--- src/rtl/exe_unit_w2.sv ---
// Two-state execution unit.
// Single-cycle ALU ops complete on the accept edge; multiply runs as an
// M-iteration shift-add sequence before it completes.
//
// state  | meaning
// -------+-----------------------------------------------------------
// S_IDLE | ready; single-cycle ops complete here, multiply may start
// S_MUL  | shift-add multiply in progress; new requests are ignored
module exe_unit_w2 #(
   parameter int M = 8
) (
   input  logic         i_clk,
   input  logic         i_rsn,
   input  logic         i_valid,
   input  logic [2:0]   i_oper,
   input  logic [M-1:0] i_argA,
   input  logic [M-1:0] i_argB,
   output logic         o_ready,
   output logic         o_valid,
   output logic [M-1:0] o_result,
   output logic [3:0]   o_status
);

   localparam int LOGM = $clog2(M);
   localparam logic [LOGM-1:0] CNT_LAST = LOGM'(M - 1);

   typedef enum logic {
      S_IDLE = 1'b0,
      S_MUL  = 1'b1
   } state_t;

   state_t          state_q, state_d;
   logic [2*M-1:0]  a_q, a_d;
   logic [M-1:0]    b_q, b_d;
   logic [2*M-1:0]  acc_q, acc_d;
   logic [LOGM-1:0] cnt_q, cnt_d;
   logic [M-1:0]    result_q, result_d;
   logic [3:0]      status_q, status_d;
   logic            valid_q, valid_d;

   logic [M:0]      add_w;
   logic [M:0]      sub_w;
   logic [M:0]      shl_w;
   logic [M-1:0]    alu_res;
   logic            alu_c;
   logic            alu_v;
   logic [3:0]      alu_status;
   logic [2*M-1:0]  mul_sum_w;
   logic [3:0]      mul_status;

   // Single-cycle ALU: result and flags straight from the request inputs.
   always_comb begin
      alu_res = '0;
      alu_c   = 1'b0;
      alu_v   = 1'b0;
      add_w   = {1'b0, i_argA} + {1'b0, i_argB};
      // bit M of the extended difference is the borrow (A < B)
      sub_w   = {1'b0, i_argA} - {1'b0, i_argB};
      // bit M holds the last bit shifted out, A[M-sh]; it is 0 when sh == 0
      shl_w   = {1'b0, i_argA} << i_argB[LOGM-1:0];
      case (i_oper)
         3'b000: begin
            alu_res = add_w[M-1:0];
            alu_c   = add_w[M];
            alu_v   = (i_argA[M-1] == i_argB[M-1]) && (add_w[M-1] != i_argA[M-1]);
         end
         3'b001: begin
            alu_res = sub_w[M-1:0];
            alu_c   = sub_w[M];
            alu_v   = (i_argA[M-1] != i_argB[M-1]) && (sub_w[M-1] != i_argA[M-1]);
         end
         3'b010: alu_res = i_argA & i_argB;
         3'b011: alu_res = i_argA | i_argB;
         3'b100: alu_res = i_argA ^ i_argB;
         3'b101: begin
            alu_res = shl_w[M-1:0];
            alu_c   = shl_w[M];
         end
         3'b110: alu_res = {{(M-1){1'b0}}, (i_argA < i_argB)};
         default: alu_res = '0;
      endcase
      alu_status = {alu_res[M-1], alu_v, alu_c, ~|alu_res};
   end

   // One shift-add step: add the shifted multiplicand when the current multiplier bit is set.
   always_comb begin
      mul_sum_w  = acc_q + (b_q[0] ? a_q : '0);
      mul_status = {mul_sum_w[M-1], 1'b0, |mul_sum_w[2*M-1:M], ~|mul_sum_w[M-1:0]};
   end

   // Next-state and datapath control.
   always_comb begin
      state_d  = state_q;
      a_d      = a_q;
      b_d      = b_q;
      acc_d    = acc_q;
      cnt_d    = cnt_q;
      result_d = result_q;
      status_d = status_q;
      valid_d  = 1'b0;
      case (state_q)
         S_IDLE: begin
            if (i_valid) begin
               if (i_oper == 3'b111) begin
                  a_d     = {{M{1'b0}}, i_argA};
                  b_d     = i_argB;
                  acc_d   = '0;
                  cnt_d   = '0;
                  state_d = S_MUL;
               end else begin
                  result_d = alu_res;
                  status_d = alu_status;
                  valid_d  = 1'b1;
               end
            end
         end
         S_MUL: begin
            acc_d = mul_sum_w;
            a_d   = a_q << 1;
            b_d   = b_q >> 1;
            cnt_d = cnt_q + 1'b1;
            if (cnt_q == CNT_LAST) begin
               result_d = mul_sum_w[M-1:0];
               status_d = mul_status;
               valid_d  = 1'b1;
               cnt_d    = '0;
               state_d  = S_IDLE;
            end
         end
         default: state_d = S_IDLE;
      endcase
   end

   // State and datapath registers.
   always_ff @(posedge i_clk or negedge i_rsn) begin
      if (!i_rsn) begin
         state_q  <= S_IDLE;
         a_q      <= '0;
         b_q      <= '0;
         acc_q    <= '0;
         cnt_q    <= '0;
         result_q <= '0;
         status_q <= '0;
         valid_q  <= 1'b0;
      end else begin
         state_q  <= state_d;
         a_q      <= a_d;
         b_q      <= b_d;
         acc_q    <= acc_d;
         cnt_q    <= cnt_d;
         result_q <= result_d;
         status_q <= status_d;
         valid_q  <= valid_d;
      end
   end

   assign o_ready  = (state_q == S_IDLE);
   assign o_valid  = valid_q;
   assign o_result = result_q;
   assign o_status = status_q;

endmodule
--- config.mk ---
export PLATFORM = sky130hd
export DESIGN_NAME = exe_unit_w2
export DESIGN_NICKNAME = d
export VERILOG_FILES = /design/src/rtl/exe_unit_w2.sv
export SDC_FILE = /design/constraint.sdc
export NUM_CORES = 1
export LEC_CHECK = 0
export ABC_CLOCK_PERIOD_IN_PS = 7040
export CAP_MARGIN = 20
export CORE_ASPECT_RATIO = 0.7
export CORE_MARGIN = 2
export CORE_UTILIZATION = 55
export CTS_BUF_LIST = sky130_fd_sc_hd__clkbuf_8
export CTS_CLUSTER_SIZE = 25
export DETAILED_ROUTE_END_ITERATION = 12
export GPL_ROUTABILITY_DRIVEN = 0
export PLACE_DENSITY = 0.76
export SYNTH_ARGS = -nofsm -noshare
export SYNTH_HDL_FRONTEND = slang
export SYNTH_SLANG_ARGS = --single-unit
--- constraint.sdc ---
create_clock -name i_clk -period 7.04 [get_ports i_clk]
set_input_delay 1.056 -clock i_clk [delete_from_list [all_inputs] [get_ports i_clk]]
set_output_delay 1.056 -clock i_clk [all_outputs]
set_load 0.1 [all_outputs]
==> metrics, run 1 <==
Starting Density a little under three fifths; Via density ~6.3; worst setup path startpoint i_argB[1]; I/O pin count 36; Fin Setup TNS 0 ps; #FFs+latches synth between 50 and 60; CORE AREA around 0.0084 mm²; critical path cell sequence clkdlybuf4s50_1 -> inv_1 -> ha_1 -> o21bai_1 -> a2111oi_0 -> nor3b_1 -> o221ai_1 -> a21oi_1 -> o211ai_1 -> o21a_1; clk buf depth 2; die area roughly 0.0093 mm²; Startpoint Class primary input; Gates resized, CTS repair 0; Async SR Flop Fraction between 90% and 100%; post-DP HPWL ~9700 µm; Worst-Margin Slew between 900 and 1000 ps; minimum clock period 4044 ps; hold_buf cts 0; Critical path destination o_result[7]; cts bufs inserted 5; Worst Path Max Fanout 13; wire length per cell 18.19 µm; synth unique cells 64; element type at the critical path end register; synthesized area about 0.0047 mm²; Setup CP Type primary input to register; Post-Route WL around 13000 µm; grt ovf 0; Routed Antenna Nets 0; power per cell area ~330 mW/mm²; H-Tree Level Count 2; CTS tree done; Yosys Warn Count 0; FF-to-FF End o_status[1]; share of cells above drive strength 1 between 3 and 4%; CTS root buf clkbuf_8; detailed-route DRC error count 0; total global-route track usage 28.98%; number of flops mapped to enable cells by yosys 0; P_leak 2.326 nW; top_reg_cell synth dfrtp_1; maximum vdd drop 0.0001477 V; fmax about 250 MHz; maximum number of pins on one net before global-route repair between 80 and 90; Synthesized Nets roughly 660; Slew Viols, Final 0; Hold Fails Final Rpt 0; hold path depth 1; Worst Path Arrival roughly 4300 ps; sequential fraction of the synthesis area ~30%; slowest CP cell clkdlybuf4s50_1; nets roughly 670; outcome finished, final reports clean; Syn Area/Cell ~8 µm²; internal reg-to-reg setup slack roughly 3600 ps; row count 28; vias in the first global route 4087; starting DRC count in detailed routing 510; Port Buf Inserts 35; Rel. slew slack a little over a third; vias post-DR 4422; Die Wd roughly 110 µm; RSZ-0062 raised after global routing false; Layout Skew ~8 ps; Setup Buffers After CTS 0; placed insts just under 700; n_diodes 0; reg2reg path depth 10; Worst Path Required 7260 ps; max_cap viols 0; Layout Cells excl Fill 704; cell count after synthesis roughly 590; first-pass GRT wire length 21040 µm; Setup-failing EPs final 0; die extent in y around 80 µm; Worst-path clk slew about 100 ps; Area Overhead vs Synth 9.687%; clock latency on the worst-skew pair between 300 and 400 ps; reg-to-reg startpoint b_q[0]; Fill cells about 760; clock sinks between 50 and 60; max incr delay on CP 680 ps; post-route clock period utilization 57.44%; initial antenna violation count 0; Hold Crit Class register to register; 1st-pass router iterations 5
[logic make-up after synthesis]
group | Yosys count | synth area share (%)
AO/OA/AOI/OAI | 169 | 22.40
XOR/XNOR | 18 | 3.344
adder cells (fa/ha/maj) | 46 | 12.69
buffers and inverters | 63 | 5.573
flip-flops | 56 | 29.72
multiplexers | 15 | 3.795
AND/OR/NAND/NOR | 222 | 22.48
[cell usage in the layout (no fill, tap or decap), types with 4 or more instances in the layout]
cell type	n
nand2_1	89
o21ai_0	55
dfrtp_1	55
a21oi_1	47
nor2_1	45
ha_1	43
clkdlybuf4s50_1	34
inv_1	28
and2_1	16
nor3_1	15
xnor2_1	12
nand3_1	12
a211oi_1	10
mux2i_1	10
nand2b_1	7
a21o_1	7
o211ai_1	7
and3_1	6
xor2_1	6
nand4_1	5
clkbuf_8	5
a221o_1	4
nor3b_1	4
o2111ai_1	4
[metal layers]
layer | vias up | track usage (%) | share of wire [%]
li1 | 2112 | - | -
met1 | 2058 | 44.79 | 47
met2 | 239 | 39.29 | 39
met3 | 13 | 8.708 | 12
met4 | 0 | 6.341 | 1.3
met5 | - | 0 | 0
[sequential cells by signal, indices dropped and copies added (netlist names)]
signal / cells
o_status: 3
b_q: 8
o_valid: 1
acc_q: 16
state_q: 1
o_result: 8
cnt_q: 3
a_q: 16
[cell usage after synthesis (3+ instances only)]
library cell | instances | area share, %
nor2b_1 | 3 | 0.40
mux2i_1 | 10 | 2.1
nor2_1 | 45 | 3.6
a211oi_1 | 10 | 1.6
buf_2 | 8 | 0.85
nand4_1 | 5 | 0.66
o211ai_1 | 7 | 1.1
a21o_1 | 7 | 1.1
a21oi_1 | 47 | 5.0
a221o_1 | 4 | 0.85
o21ai_0 | 55 | 5.8
nor3_1 | 15 | 1.6
clkbuf_1 | 23 | 1.8
nand2b_1 | 7 | 0.93
nor3b_1 | 4 | 0.64
xnor2_1 | 12 | 2.2
xor2_1 | 6 | 1.1
o221ai_1 | 3 | 0.56
nand2_1 | 89 | 7.1
and3_1 | 6 | 0.80
a2111oi_0 | 3 | 0.56
fa_1 | 3 | 1.3
mux2_2 | 3 | 0.72
o2111ai_1 | 4 | 0.74
nand3_1 | 12 | 1.3
and2_1 | 16 | 2.1
inv_1 | 27 | 2.1
dfrtp_1 | 56 | 30
ha_1 | 43 | 11
nor4_1 | 3 | 0.40
a221oi_1 | 3 | 0.56
o21a_1 | 3 | 0.48
[worst max-delay path: cells and delay by family]
| kind | cells | cell delay [ps] |
|---|---|---|
| fa+ha+maj | 1 | 400 |
| compound gates | 6 | 1310 |
| buf+inv | 2 | 980 |
| simple gates | 1 | 510 |
[power by group]
| group | internal [mW] | leakage (nW) | switching (mW) | total, mW |
|---|---|---|---|---|
| registers | 0.441 | 0.737 | 0.0819 | 0.523 |
| logic | 0.284 | 1.53 | 0.662 | 0.946 |
| clock network | 0.106 | 0.0599 | 0.112 | 0.218 |
[how the worst min path moves through the flow]
stage | start | end
final | o_status[2] | o_status[2]
after global routing | o_status[2] | o_status[2]
after CTS | b_q[5] | b_q[4]
after detailed placement | b_q[5] | b_q[4]
after global placement | b_q[6] | b_q[5]
after floorplan | acc_q[7] | acc_q[7]
[layout make-up]
cell class / instances / area (µm²) / share of cell area [%]
clock buffer: 5 / 68.82 / 1.331
multi-input combinational: 470 / 3057 / 59.11
timing repair buffer: 38 / 367.9 / 7.113
inverter: 27 / 101.3 / 1.960
tap: 105 / 131.4 / 2.541
clock inverter: 3 / 42.54 / 0.8226
sequential: 56 / 1403 / 27.12
[stage by stage]
| stage | setup slack [ps] | utilization (%) | instance area [µm²] | power, mW | hold slack, ps |
|---|---|---|---|---|---|
| 3_3_place_gp | 2806 | 60.43 | 5060 | 1.433 | 463.9 |
| 5_1_grt | 2812 | 61.76 | 5171 | 1.797 | 512.7 |
| 2_1_floorplan | 3825 | - | 4715 | 1.232 | 452.5 |
| 4_1_cts | 3060 | 61.76 | 5171 | 1.678 | 496.4 |
| 6_report | 2996 | 61.76 | 5171 | 1.687 | 495.7 |
| 3_5_place_dp | 2745 | 60.43 | 5060 | 1.458 | 468.8 |
Note: power is estimated with default switching activity, not from simulation.
==> run 2: changes to the inputs <==
- ABC_CLOCK_PERIOD_IN_PS: 7040 -> 3300
- PLACE_DENSITY: 0.76 -> 0.79
- clock period: 7.04 -> 3.3 ns (I/O delays scaled with it)
==> run 2 against run 1 <==
Against the previous run:
- die area stayed put
- sequential share of layout area down 1.7 points
- clock-buffer cell count unchanged
- global-route usage up 1.7 points
- cell count up 6.0%
- non-clock buffer count grew 42
- first-iteration DRC count is 15% higher
- hold slack worse by 310 ps
- register-to-register slack got worse by 3300 ps
- core utilization up 4.0 points
- power grew 120%
- largest power group unchanged
==> metrics, run 2 (synthesis gave the netlist of run 1 again) <==
outcome finished, final reports clean (unchanged); post-DP HPWL 10710 µm (was 9659 µm); Startpoint Class primary input (unchanged); H-Tree Level Count 2 (unchanged); Via density 6.316 (was 6.281); 1st-pass router iterations 6 (was 5); minimum clock period 3083 ps; Worst Path Arrival 3300 ps (was 4260 ps); cts bufs inserted 5 (unchanged); Slew Viols, Final 0 (unchanged); starting DRC count in detailed routing 587 (was 510); die extent in y 81.46 µm (unchanged); Port Buf Inserts 35 (unchanged); vias post-DR 4712 (was 4422); first-pass GRT wire length 22310 µm (was 21040 µm); Worst Path Required 3520 ps (was 7260 ps); Final WS setup 217.4 ps (was 2996 ps); Rel. slew slack 34.62% (was 34.82%); Setup-failing EPs final 0 (unchanged); P_leak 2.543 nW (was 2.326 nW); element type at the critical path end register (unchanged); Setup Slack @ Placement -99.53 ps (was 2745 ps); CORE AREA 0.008373 mm² (unchanged); Area Overhead vs Synth 16.85% (was 9.687%); CTS tree done (unchanged); clk buf depth 2 (unchanged); max_cap viols 0 (unchanged); row count 28 (unchanged); Worst Path Max Fanout 8 (was 13); slowest CP cell a2111oi_1 (was clkdlybuf4s50_1); post-route clock period utilization 93.41%; Fill cells 698 (was 762); wire length per cell 18.36 µm (was 18.19 µm); Post-Route WL 13690 µm (was 12810 µm); most frequent cells in the layout nand2_1, o21ai_0, dfrtp_1 (unchanged); nets 708 (was 666); Setup CP Type primary input to register (unchanged); Layout Skew 7.499 ps (was 8.206 ps); total global-route track usage 30.69% (was 28.98%); I/O pin count 36 (unchanged); Layout Cells excl Fill 746 (was 704); die area 0.009340 mm² (unchanged); Worst-path clk slew 110 ps (was 100 ps); Buffers & Inverters on Critical Path 3 (was 2); CTS root buf clkbuf_8 (unchanged); Routed Antenna Nets 0 (unchanged); RSZ-0062 raised after global routing false (unchanged); Die Wd 114.7 µm (unchanged); Setup Buffers After CTS 0 (unchanged); clock latency on the worst-skew pair 320 ps (about the same); Largest regs a_q (16), acc_q (16) (unchanged); maximum number of pins on one net before global-route repair 56 (was 89); n_diodes 0 (unchanged); power per cell area 680.3 mW/mm² (was 326.2 mW/mm²); hold_buf cts 0 (unchanged); placed insts 738 (was 696); vias in the first global route 4345 (was 4087); Pwr Total 3.748 mW (was 1.687 mW); Worst-Margin Slew 977.6 ps (was 974.6 ps); share of cells above drive strength 1 10.61% (was 3.840%); Finished Cell Area 0.005509 mm² (was 0.005171 mm²); commonest non-fill, non-tap cell in the layout nand2_1 (unchanged); fmax 324.4 MHz; Hold Fails Final Rpt 0 (unchanged); max incr delay on CP 630 ps (was 680 ps); clock sinks 56 (unchanged); maximum vdd drop 0.0003627 V (was 0.0001477 V); critical path cell sequence clkdlybuf4s50_1 -> inv_1 -> ha_1 -> nor3_1 -> a2111oi_1 -> buf_4 -> nor3b_1 -> a221o_1 -> a21oi_1 -> o211ai_1 -> o21a_1 (was clkdlybuf4s50_1 -> inv_1 -> ha_1 -> o21bai_1 -> a2111oi_0 -> nor3b_1 -> o221ai_1 -> a21oi_1 -> o211ai_1 -> o21a_1); Hold Crit Class primary input to asynchronous set/reset pin (was register to register); Fin Setup TNS 0 ps (unchanged); initial antenna violation count 0 (unchanged); Placed Area 0.005364 mm² (was 0.005060 mm²); Starting Density 56.31% (unchanged); cell family with the largest share of critical-path delay compound AO/OA/AOI/OAI gates (unchanged); detailed-route DRC error count 0 (unchanged); grt ovf 0 (unchanged)
## run 2: changes by cell type in the layout (fill, tap and decap cells not counted), sizes merged
cell / change
clkdlybuf4s50: -2
inv: -1
bufinv: +1
buf: +44
## run 2: power by group
group	switching [mW]	leakage [nW]	internal (mW)
clock network	0.241	0.0687	0.306
registers	0.197	0.737	0.941
logic	1.40	1.74	0.659
total	1.84	2.54	1.91
## run 2: worst reg2reg max path, cell delays in order (launching register included)
cell,delay (ps)
dfrtp_1,400
buf_4,190
and2_1,210
fa_1,460
a211oi_1,300
o211ai_1,190
a41oi_1,400
o21ai_0,190
xor2_1,210
nor4_2,270
a21oi_1,90
## run 2: what timing repair did
| item | CTS | global route |
|---|---|---|
| hold endpoints to repair | 0 | 0 |
| gates resized for setup | 0 | 2 |
| endpoints found under the setup margin | 0 | 3 |
## run 2: area by class of cell
class | instances | area, µm² | area share [%]
Timing Repair Buffer | 80 | 678.2 | 12.31
Clock inverter | 3 | 68.82 | 1.249
Sequential cell | 56 | 1403 | 25.46
Tap cell | 105 | 131.4 | 2.385
Clock buffer | 5 | 68.82 | 1.249
Multi-Input combinational cell | 470 | 3058 | 55.51
Inverter | 27 | 101.3 | 1.840
## run 2: final timing paths
| check | end | startpoint | cells past startpoint | slack, ps |
|---|---|---|---|---|
| worst min-delay path | acc_q[4] | i_rsn | 1 | 180 |
| worst min register to register | o_result[2] | o_result[2] | 1 | 490 |
| worst max-delay path | o_result[7] | i_argA[4] | 11 | 220 |
| worst max register to register | o_status[1] | b_q[0] | 10 | 280 |
| max in group asynchronous | state_q | i_rsn | 2 | 2440 |
| min in group i_clk | o_result[2] | o_result[2] | 1 | 490 |
## run 2: routing by layer
layer | routed length [µm] | part of all wire [%] | vias to the layer above | global-route usage (%)
met5 | 0 | 0 | - | 0
met4 | 221 | 1.6 | 0 | 6.220
met3 | 1726 | 13 | 30 | 9.373
met2 | 5545 | 40 | 282 | 43.61
met1 | 6199 | 45 | 2205 | 45.93
li1 | - | - | 2195 | -
## run 2: stage by stage
step | hold WS, ps | utilization, %
after CTS | 187.3 | 65.71
after global placement | 461.7 | 64.06
final | 183.5 | 65.80
after global routing | 212.0 | 65.80
after floorplan | 199.4 | -
after detailed placement | 467.7 | 64.06
==> run 3: changes to the inputs <==
- MAX_ROUTING_LAYER: not set -> met4
- REMOVE_ABC_BUFFERS: not set -> 1
- SKIP_CTS_REPAIR_TIMING: not set -> 1
==> run 3 against run 2 <==
Against the previous run:
- hold slack improved by 42 ps
- fmax decreased by 0.76%
- register-to-register slack got worse by 90 ps
- routed wire length decreased by 6.9%
- first-iteration DRC count decreased by 4.8%
- clock skew increased by 6.4 ps
- critical endpoint is now o_status[1]
==> metrics, run 3 (synthesis gave the netlist of run 1 again) <==
outcome finished, final reports clean (unchanged); row count 28 (unchanged); Worst-Margin Slew 983.5 ps (was 977.6 ps); Worst Path Max Fanout 3 (was 8); max_cap viols 0 (unchanged); die area 0.009340 mm² (unchanged); element type at the critical path end register (unchanged); starting DRC count in detailed routing 559 (was 587); post-DP HPWL 9798 µm (was 10710 µm); stages on the worst setup path 10 (was 11); most frequent cells in the layout nand2_1, o21ai_0, dfrtp_1 (unchanged); commonest non-fill, non-tap cell in the layout nand2_1 (unchanged); critical path cell sequence and2_1 -> ha_1 -> fa_1 -> a211oi_1 -> o21ai_0 -> nand4b_1 -> o2111ai_1 -> or4_1 -> nor4_1 -> a21oi_1 (was clkdlybuf4s50_1 -> inv_1 -> ha_1 -> nor3_1 -> a2111oi_1 -> buf_4 -> nor3b_1 -> a221o_1 -> a21oi_1 -> o211ai_1 -> o21a_1); Worst Path Arrival 3330 ps (was 3300 ps); wire length per cell 17.40 µm (was 18.36 µm); Buffers & Inverters on Critical Path 0 (was 3); CTS root buf clkbuf_8 (unchanged); RSZ-0062 raised after global routing false (unchanged); Via density 6.191 (was 6.316); Routed Antenna Nets 0 (unchanged); nets 695 (was 708); post-route clock period utilization 94.13% (was 93.41%); first-pass GRT wire length 20640 µm (was 22310 µm); clock sinks 56 (unchanged); clock latency on the worst-skew pair 330 ps (was 320 ps); die extent in y 81.46 µm (unchanged); reg-to-reg startpoint b_q[0] (unchanged); Largest regs a_q (16), acc_q (16) (unchanged); n_diodes 0 (unchanged); Fill cells 707 (was 698); Worst Path Required 3520 ps (about the same); Startpoint Class register (was primary input); Worst-path clk slew 110 ps (about the same); Rel. slew slack 34.23% (was 34.62%); maximum vdd drop 0.0002823 V (was 0.0003627 V); Setup-failing EPs final 0 (unchanged); cell family with the largest share of critical-path delay simple AND/OR/NAND/NOR gates (was compound AO/OA/AOI/OAI gates); CTS tree done (unchanged); Die Wd 114.7 µm (unchanged); Hold Fails Final Rpt 0 (unchanged); grt ovf 0 (unchanged); Final WS setup 193.9 ps (was 217.4 ps); total global-route track usage 28.96% (was 30.69%); cts bufs inserted 5 (unchanged); detailed-route DRC error count 0 (unchanged); clk buf depth 2 (unchanged); I/O pin count 36 (unchanged); minimum clock period 3106 ps (was 3083 ps); 1st-pass router iterations 8 (was 6); P_leak 2.463 nW (was 2.543 nW); FF-to-FF End o_status[1] (unchanged); Slew Viols, Final 0 (unchanged); Setup Slack @ Placement -4.886 ps (was -99.53 ps); vias post-DR 4538 (was 4712); Layout Skew 13.94 ps (was 7.499 ps); Post-Route WL 12750 µm (was 13690 µm); power per cell area 659.4 mW/mm² (was 680.3 mW/mm²); initial antenna violation count 0 (unchanged); reg2reg path depth 10 (unchanged); Port Buf Inserts 35 (unchanged); H-Tree Level Count 2 (unchanged); maximum number of pins on one net before global-route repair 71 (was 56); Starting Density 56.31% (unchanged); CORE AREA 0.008373 mm² (unchanged); Setup CP Type register to register (was primary input to register); fmax 321.9 MHz (was 324.4 MHz); internal reg-to-reg setup slack 190 ps (was 280 ps); vias in the first global route 4089 (was 4345); Hold Crit Class primary input to asynchronous set/reset pin (unchanged); worst hold margin 225.6 ps (was 183.5 ps); Area Overhead vs Synth 13.96% (was 16.85%); max incr delay on CP 500 ps (was 630 ps); share of cells above drive strength 1 8.439% (was 10.61%); slowest CP cell or4_1 (was a2111oi_1)
[run 3: power by group]
| group | internal (mW) | total, mW | switching [mW] |
|---|---|---|---|
| Sequential | 0.941 | 1.14 | 0.196 |
| Clock | 0.153 | 0.403 | 0.250 |
| Combinational | 0.637 | 2.00 | 1.37 |
| Total | 1.73 | 3.54 | 1.81 |
[run 3: area by class of cell]
type	instances	area, µm²	area share (%)
clock buffers	5	68.82	1.281
clock inverters	3	22.52	0.4192
inverters	27	101.3	1.886
multi-input cells	470	3050	56.78
flip-flops and latches	56	1403	26.11
well taps	105	131.4	2.445
repair buffers	67	595.6	11.09
[run 3: worst max path at each step]
stage,start,endpoint,slack (ps)
2_1_floorplan,state_q,o_status[0],-110
3_3_place_gp,i_argB[0],o_result[6],90
3_5_place_dp,i_argB[0],o_status[0],-5
4_1_cts,b_q[0],o_status[1],250
5_1_grt,b_q[0],o_status[1],3
6_report,b_q[0],o_status[1],190
[run 3: worst reg2reg max path, cell delays in order (launching register included)]
cell and delay, ps:
dfrtp_1 400, and2_1 190, ha_1 230, fa_1 450, a211oi_1 340, o21ai_0 250, nand4b_1 160, o2111ai_1 150
or4_1 500, nor4_1 230, a21oi_1 100
[run 3: through the flow]
stage | cells | setup TNS (ps) | cell area [µm²] | power [mW] | util [%]
2_1_floorplan | 553 | -109.7 | 4553 | 2.560 | -
3_3_place_gp | 725 | 0 | 5281 | 3.081 | 63.08
3_5_place_dp | 725 | -4.886 | 5281 | 3.133 | 63.08
4_1_cts | 733 | 0 | 5373 | 3.527 | 64.17
5_1_grt | 733 | 0 | 5373 | 3.789 | 64.17
6_report | 733 | 0 | 5373 | 3.543 | 64.17
[run 3: routing by layer]
metal	up-vias	wire [µm]	track usage, %	part of all wire, %
met5	-	0	-	0
met4	0	154	6.220	1.2
met3	24	1408	8.782	11
met2	239	5179	40.30	41
met1	2098	6009	41.41	47
li1	2177	-	-	-
